### config.mk
export PLATFORM = sky130hd
export DESIGN_NAME = sseg_scroll_ctrl
export DESIGN_NICKNAME = d
export VERILOG_FILES = /design/src/rtl/sseg_scroll_pkg.sv /design/src/rtl/sseg_scroll_ctrl_debounce.sv /design/src/rtl/sseg_scroll_ctrl.sv
export SDC_FILE = /design/constraint.sdc
export NUM_CORES = 1
export LEC_CHECK = 0
export BUFFER_PORTS_ARGS = -buffer_cell sky130_fd_sc_hd__buf_2
export CAP_MARGIN = 5
export CELL_PAD_IN_SITES_DETAIL_PLACEMENT = 0
export CELL_PAD_IN_SITES_GLOBAL_PLACEMENT = 1
export CORE_MARGIN = 1.5
export CORE_UTILIZATION = 50
export DETAILED_ROUTE_END_ITERATION = 10
export PLACE_DENSITY_LB_ADDON = 0.1
export SYNTH_ARGS = -nofsm -noshare
export SYNTH_HDL_FRONTEND = slang
export SYNTH_HIERARCHICAL = 1
export SYNTH_SLANG_ARGS = --single-unit
### constraint.sdc
create_clock -name clk_clk -period 8.6 [get_ports clk_clk]
set_input_delay 1.72 -clock clk_clk [delete_from_list [all_inputs] [get_ports clk_clk]]
set_output_delay 1.72 -clock clk_clk [all_outputs]
set_load 0.02 [all_outputs]
### src/rtl/sseg_scroll_pkg.sv
// Shared types and constants for the seven-segment scrolling message sequencer.
package sseg_scroll_pkg;

    localparam int unsigned MSG_DEPTH_DFLT = 16;
    localparam int unsigned POS_W          = $clog2(MSG_DEPTH_DFLT);
    localparam int unsigned TICK_W         = 26;
    localparam int unsigned SEG_W          = 8;
    localparam int unsigned BTN_N          = 3;

    localparam logic [SEG_W-1:0] BLANK_SEG = 8'hFF;

    localparam int unsigned BTN_RUN  = 0;
    localparam int unsigned BTN_STEP = 1;
    localparam int unsigned BTN_DIR  = 2;

    typedef enum logic [0:0] {
        PAUSED  = 1'b0,
        RUNNING = 1'b1
    } state_t;

    // Window position after one advance; wraps naturally at the buffer size.
    function automatic logic [POS_W-1:0] pos_step(input logic [POS_W-1:0] pos,
                                                  input logic             dir);
        return dir ? POS_W'(pos - POS_W'(1)) : POS_W'(pos + POS_W'(1));
    endfunction

endpackage

### src/rtl/sseg_scroll_ctrl_debounce.sv
// Push-button conditioner: two-flop synchroniser, stability counter and a
// one-cycle press pulse on an accepted released->pressed transition.
module button_debounce
    import sseg_scroll_pkg::*;
#(
    parameter int unsigned DEBOUNCE_CYC = 1_000_000
) (
    input  logic clk,
    input  logic rst,
    input  logic btn_n,
    output logic press
);

    localparam int unsigned CNT_W = $clog2(DEBOUNCE_CYC + 1);

    logic             sync1_q, sync1_d;
    logic             sync2_q, sync2_d;
    logic             level_q, level_d;
    logic [CNT_W-1:0] cnt_q,   cnt_d;
    logic             armed_q, armed_d;
    logic             press_q, press_d;

    // Synchronisers reset to "pressed" so a button held through reset never
    // looks like a fresh press; the pulse is only armed after a seen release.
    always_ff @(posedge clk) begin
        if (rst) begin
            sync1_q <= 1'b0;
            sync2_q <= 1'b0;
            level_q <= 1'b1;
            cnt_q   <= '0;
            armed_q <= 1'b0;
            press_q <= 1'b0;
        end else begin
            sync1_q <= sync1_d;
            sync2_q <= sync2_d;
            level_q <= level_d;
            cnt_q   <= cnt_d;
            armed_q <= armed_d;
            press_q <= press_d;
        end
    end

    always_comb begin
        sync1_d = btn_n;
        sync2_d = sync1_q;
        level_d = level_q;
        cnt_d   = '0;
        if (sync2_q != level_q) begin
            if (cnt_q == CNT_W'(DEBOUNCE_CYC - 1)) begin
                level_d = sync2_q;
            end else begin
                cnt_d = CNT_W'(cnt_q + CNT_W'(1));
            end
        end
        armed_d = armed_q | (sync2_q & level_q);
        press_d = armed_q & level_q & ~level_d;
    end

    assign press = press_q;

endmodule

### src/rtl/sseg_scroll_ctrl.sv
// Scrolls a 4-digit window across a 16-entry segment-pattern buffer, with
// debounced run/pause, single-step and direction buttons.
module sseg_scroll_ctrl
    import sseg_scroll_pkg::*;
#(
    parameter int unsigned DEBOUNCE_CYC  = 1_000_000,
    parameter int unsigned TICK_DIV_BASE = 5_000_000,
    parameter int unsigned MSG_DEPTH     = MSG_DEPTH_DFLT
) (
    input  logic       clk_clk,
    input  logic       reset_reset,
    input  logic       wr_en,
    input  logic [3:0] wr_addr,
    input  logic [7:0] wr_data,
    input  logic [2:0] button,
    input  logic [2:0] switch,
    output logic [7:0] sseg0,
    output logic [7:0] sseg1,
    output logic [7:0] sseg2,
    output logic [7:0] sseg3,
    output logic [7:0] led
);

    logic [BTN_N-1:0] btn_press;

    for (genvar gi = 0; gi < BTN_N; gi++) begin : g_btn
        button_debounce #(
            .DEBOUNCE_CYC (DEBOUNCE_CYC)
        ) u_debounce (
            .clk   (clk_clk),
            .rst   (reset_reset),
            .btn_n (button[gi]),
            .press (btn_press[gi])
        );
    end

    logic             run_p, step_p, dir_p;
    assign run_p  = btn_press[BTN_RUN];
    assign step_p = btn_press[BTN_STEP];
    assign dir_p  = btn_press[BTN_DIR];

    logic [SEG_W-1:0]  msg_q [MSG_DEPTH];
    logic [SEG_W-1:0]  msg_d [MSG_DEPTH];
    state_t            state_q, state_d;
    logic [TICK_W-1:0] cnt_q,   cnt_d;
    logic [POS_W-1:0]  pos_q,   pos_d;
    logic              dir_q,   dir_d;
    logic [SEG_W-1:0]  sseg0_q, sseg0_d;
    logic [SEG_W-1:0]  sseg1_q, sseg1_d;
    logic [SEG_W-1:0]  sseg2_q, sseg2_d;
    logic [SEG_W-1:0]  sseg3_q, sseg3_d;
    logic [7:0]        led_q,   led_d;

    logic [TICK_W-1:0] period_m1_c;
    logic              tick_c;
    logic              advance_c;

    always_ff @(posedge clk_clk) begin
        if (reset_reset) begin
            for (int i = 0; i < int'(MSG_DEPTH); i++) begin
                msg_q[i] <= BLANK_SEG;
            end
            state_q <= PAUSED;
            cnt_q   <= '0;
            pos_q   <= '0;
            dir_q   <= 1'b0;
            sseg0_q <= BLANK_SEG;
            sseg1_q <= BLANK_SEG;
            sseg2_q <= BLANK_SEG;
            sseg3_q <= BLANK_SEG;
            led_q   <= 8'h00;
        end else begin
            msg_q   <= msg_d;
            state_q <= state_d;
            cnt_q   <= cnt_d;
            pos_q   <= pos_d;
            dir_q   <= dir_d;
            sseg0_q <= sseg0_d;
            sseg1_q <= sseg1_d;
            sseg2_q <= sseg2_d;
            sseg3_q <= sseg3_d;
            led_q   <= led_d;
        end
    end

    // The >= compare lets a shortened period take effect without waiting for a wrap.
    always_comb begin
        period_m1_c = TICK_W'((TICK_W'(switch) + TICK_W'(1)) * TICK_W'(TICK_DIV_BASE)
                              - TICK_W'(1));
        tick_c      = (state_q == RUNNING) && (cnt_q >= period_m1_c);
    end

    // FSM, tick counter and window position; a run pulse on a tick cycle suppresses the advance.
    always_comb begin
        state_d   = state_q;
        cnt_d     = cnt_q;
        advance_c = 1'b0;
        case (state_q)
            PAUSED: begin
                if (step_p) begin
                    advance_c = 1'b1;
                end
                if (run_p) begin
                    state_d = RUNNING;
                    cnt_d   = '0;
                end
            end
            RUNNING: begin
                cnt_d = tick_c ? '0 : TICK_W'(cnt_q + TICK_W'(1));
                if (run_p) begin
                    state_d = PAUSED;
                end else if (tick_c) begin
                    advance_c = 1'b1;
                end
            end
            default: begin
                state_d = PAUSED;
                cnt_d   = '0;
            end
        endcase
        pos_d = advance_c ? pos_step(pos_q, dir_q) : pos_q;
        dir_d = dir_q ^ dir_p;
    end

    always_comb begin
        msg_d = msg_q;
        if (wr_en) begin
            msg_d[wr_addr] = wr_data;
        end
    end

    always_comb begin
        sseg0_d = msg_q[pos_q];
        sseg1_d = msg_q[POS_W'(pos_q + POS_W'(1))];
        sseg2_d = msg_q[POS_W'(pos_q + POS_W'(2))];
        sseg3_d = msg_q[POS_W'(pos_q + POS_W'(3))];
        led_d   = {2'b00, dir_q, (state_q == RUNNING), pos_q};
    end

    assign sseg0 = sseg0_q;
    assign sseg1 = sseg1_q;
    assign sseg2 = sseg2_q;
    assign sseg3 = sseg3_q;
    assign led   = led_q;

endmodule

==> flow_metrics.env <==
export IMPL_syn_area_um2=16200
export IMPL_leakagePower_uw=0.00554
export IMPL_area_growth_pct=11.0
export IMPL_start_util=0.512
export IMPL_cpLargestDelayFamily="adder cells"
export IMPL_cp_start_kind="primary input"
export IMPL_critical_path_arrival_ns=8.17
export IMPL_mostFrequentLayoutCells="dfxtp_1 (270), mux4_2 (160), nor2b_1 (146), a211o_1 (129), nor2_1 (127)"
export IMPL_hpwlAfterDp_um=27000
export IMPL_crit_path_end_kind="flip-flop"
export IMPL_p_per_area_nw_per_um2=165
export IMPL_grt_pass1_vias=11700
export IMPL_synth_main_ff_cell="dfxtp_1"
export IMPL_dr_pass1_iters=5
export IMPL_critPathKind="in2reg"
export IMPL_worst_slew_pin_slew_ns=1.17
export IMPL_synth_area_leaders="dfxtp_1 (34%), mux4_2 (22%), a211o_1 (7.0%), nor2b_1 (5.6%), ha_1 (4.4%)"
export IMPL_fillers=2712
export IMPL_multi_input_area_um2=10300
export IMPL_route_detailed_drc=0
export IMPL_grt_start_max_net_pins=84
export IMPL_status="finished clean"
export IMPL_grt_pass1_wl_um=65800
export IMPL_diodes=0
export IMPL_syn_inst=1549
export IMPL_wire_per_inst_um=20.6
export IMPL_clk_pin_slew_ns=0.06
export IMPL_cts_sinks=273
export IMPL_required_ns=9.03
export IMPL_layout_nets=1643
export IMPL_ir_drop_uv=157
export IMPL_synthDominantCellAreaShare=0.337
export IMPL_finalCriticalPeriod_ns=7.74
export IMPL_min_period_over_period=0.900
export IMPL_grt_usage=0.249
export IMPL_ios=61
export IMPL_wirelength_um=41100
export IMPL_num_rows=65
export IMPL_drive_gt1_frac=0.237
export IMPL_cts_tree="yes"
export IMPL_dp_cells=1930
export IMPL_slowest_stage="nor4_4"
export IMPL_fin_cells=1989
export IMPL_holdBufCountCts=0
export IMPL_vias_per_cell=6.21
export IMPL_syn_area_per_cell_um2=10.5
export IMPL_root_buffer="clkbuf_16"
export IMPL_path_max_fanout=27
export IMPL_min_path_type="reg2reg"
export IMPL_setup_viol=0
export IMPL_synth_largest_area_cell="dfxtp_1"
export IMPL_rsz0062_at_grt="no"
export IMPL_cts_buffers=34
export IMPL_ant_nets=0
export IMPL_cts_max_path_buffers=3
export IMPL_finalWeightedCongestion=0.835
export IMPL_path_buf_inv=4
export IMPL_tns_ns=0
export IMPL_cts_setup_buffers=0
export IMPL_portBuffers=58
export IMPL_ys_seq_area_frac=0.337
export IMPL_path_cells="buf_2, ha_1, xnor2_2, inv_1, ha_1, fa_1, ha_1, nand2_1, nor3b_1, or3_1, a221o_1, nor4_4, a41oi_1, ha_1, a2111o_1, o21bai_1, o221ai_1, o2111ai_2, buf_4, nor2_1, buf_4, nand4_1, a21oi_1"
export IMPL_synth_edf_count=0
export IMPL_htree_levels=2
export IMPL_max_slew_margin=0.223
export IMPL_drt_iter0_drc=942
export IMPL_hold_violations=0
export IMPL_drv_slew=0
export IMPL_die_w_um=183
export IMPL_async_flop_share=0
export IMPL_fin_skew_ns=0.0213
export IMPL_die_area_um2=33600
export IMPL_fmax_mhz=129
export IMPL_final_common_cell="dfxtp_1"
export IMPL_grt_antenna_before_repair=4
export IMPL_die_height_um=183
export IMPL_grt_overflow=0
export IMPL_clkLatencyLatePin_ns=0.52
export IMPL_max_stage_delay_ns=0.48
export IMPL_drv_cap=0
export IMPL_yosysWarnings=6
export IMPL_core_um2=31700
export IMPL_ys_seq_elements=273
export IMPL_cts_resized=0
export IMPL_crit_top_cell="ha_1"
export IMPL_synth_cell_types=67
export IMPL_regArea_um2=5470
export IMPL_vias=12400
[layout make-up]
class / instances / area share
sequential: 273 / 0.304
timing repair buffer: 87 / 0.0285
clock inverter: 9 / 0.00458
multi-input combinational: 1126 / 0.571
clock buffer: 50 / 0.0556
inverter: 42 / 0.00875
tap: 402 / 0.0279
[metal layers]
metal,GRT usage,vias up,share of wire,wire (um)
met5,0,-,0.0010,43
met4,0.0682,6,0.024,983
met3,0.0558,75,0.081,3320
met2,0.374,402,0.44,18100
met1,0.360,6027,0.45,18600
li1,-,5851,-,-
[state kept, by name, indices dropped and copies added, names as in the netlist]
signal and count:
cnt_q 26, g_btn.u_debounce/cnt_q 60, led 6, pos_q 4, g_btn.u_debounce/armed_q 3, state_q 1
g_btn.u_debounce/sync2_q 3, sseg0 8, sseg2 8, g_btn.u_debounce/sync1_q 3, dir_q 1, sseg1 8
sseg3 8, g_btn.u_debounce/press 3, g_btn.u_debounce/level_q 3, msg_q 128
[final timing paths]
path | startpoint | endpoint | slack [ns] | depth (start not counted)
worst min-delay path | g_btn[0].u_debounce/sync1_q | g_btn[0].u_debounce/sync2_q | 0.43 | 1
worst max-delay path | switch[0] | cnt_q[18] | 0.86 | 23
worst min register to register | g_btn[0].u_debounce/sync1_q | g_btn[0].u_debounce/sync2_q | 0.43 | 1
worst max register to register | pos_q[1] | sseg1[6] | 4.44 | 7
[logic make-up after synthesis]
kind of cell | after synthesis | share of synthesized area
mux | 164 | 0.224
flops | 273 | 0.337
other cells | 1 | 0.000231
compound gates | 274 | 0.125
fa+ha+maj | 58 | 0.0452
simple gates | 547 | 0.188
xor+xnor | 81 | 0.0442
buf+inv | 151 | 0.0364
[report_power, final]
group	switching, uW	leakage [uW]	total, uW	internal, uW
Combinational	172	0.00279	291	119
Clock	546	0.000530	1380	837
Sequential	19.7	0.00222	1310	1290
Total	738	0.00554	2980	2240
[per-stage QoR]
| step | hold WS (ns) | power [uW] | utilization | cell area [um2] | worst slack, ns |
|---|---|---|---|---|---|
| after floorplan | 0.414 | 1550 | - | 16200 | 1.18 |
| after global placement | 0.418 | 1620 | 0.534 | 16900 | 0.595 |
| after detailed placement | 0.427 | 1620 | 0.534 | 16900 | 0.403 |
| after CTS | 0.438 | 3010 | 0.568 | 18000 | 0.884 |
| after global routing | 0.461 | 3100 | 0.568 | 18000 | 0.437 |
| final | 0.431 | 2980 | 0.568 | 18000 | 0.864 |
[synth_stat cells (4+ instances only)]
| cell | count |
|---|---|
| or2_2 | 38 |
| o31ai_1 | 11 |
| ha_1 | 57 |
| o21a_1 | 5 |
| nand2b_1 | 6 |
| or3_1 | 14 |
| nand3b_1 | 9 |
| buf_1 | 18 |
| a211o_1 | 129 |
| a31oi_1 | 6 |
| buf_2 | 10 |
| nand3_1 | 36 |
| mux2i_1 | 4 |
| nor2_1 | 128 |
| inv_1 | 41 |
| xnor2_1 | 61 |
| mux4_2 | 160 |
| or3_4 | 4 |
| a21oi_1 | 59 |
| and3_1 | 4 |
| or4_1 | 9 |
| nand4_1 | 32 |
| a21o_1 | 5 |
| o21ai_0 | 33 |
| nand2_1 | 49 |
| nor3_1 | 21 |
| clkbuf_1 | 78 |
| nor2b_1 | 146 |
| xor2_1 | 19 |
| nor4_1 | 27 |
| dfxtp_1 | 273 |
Power figures use the tool's default switching activity.
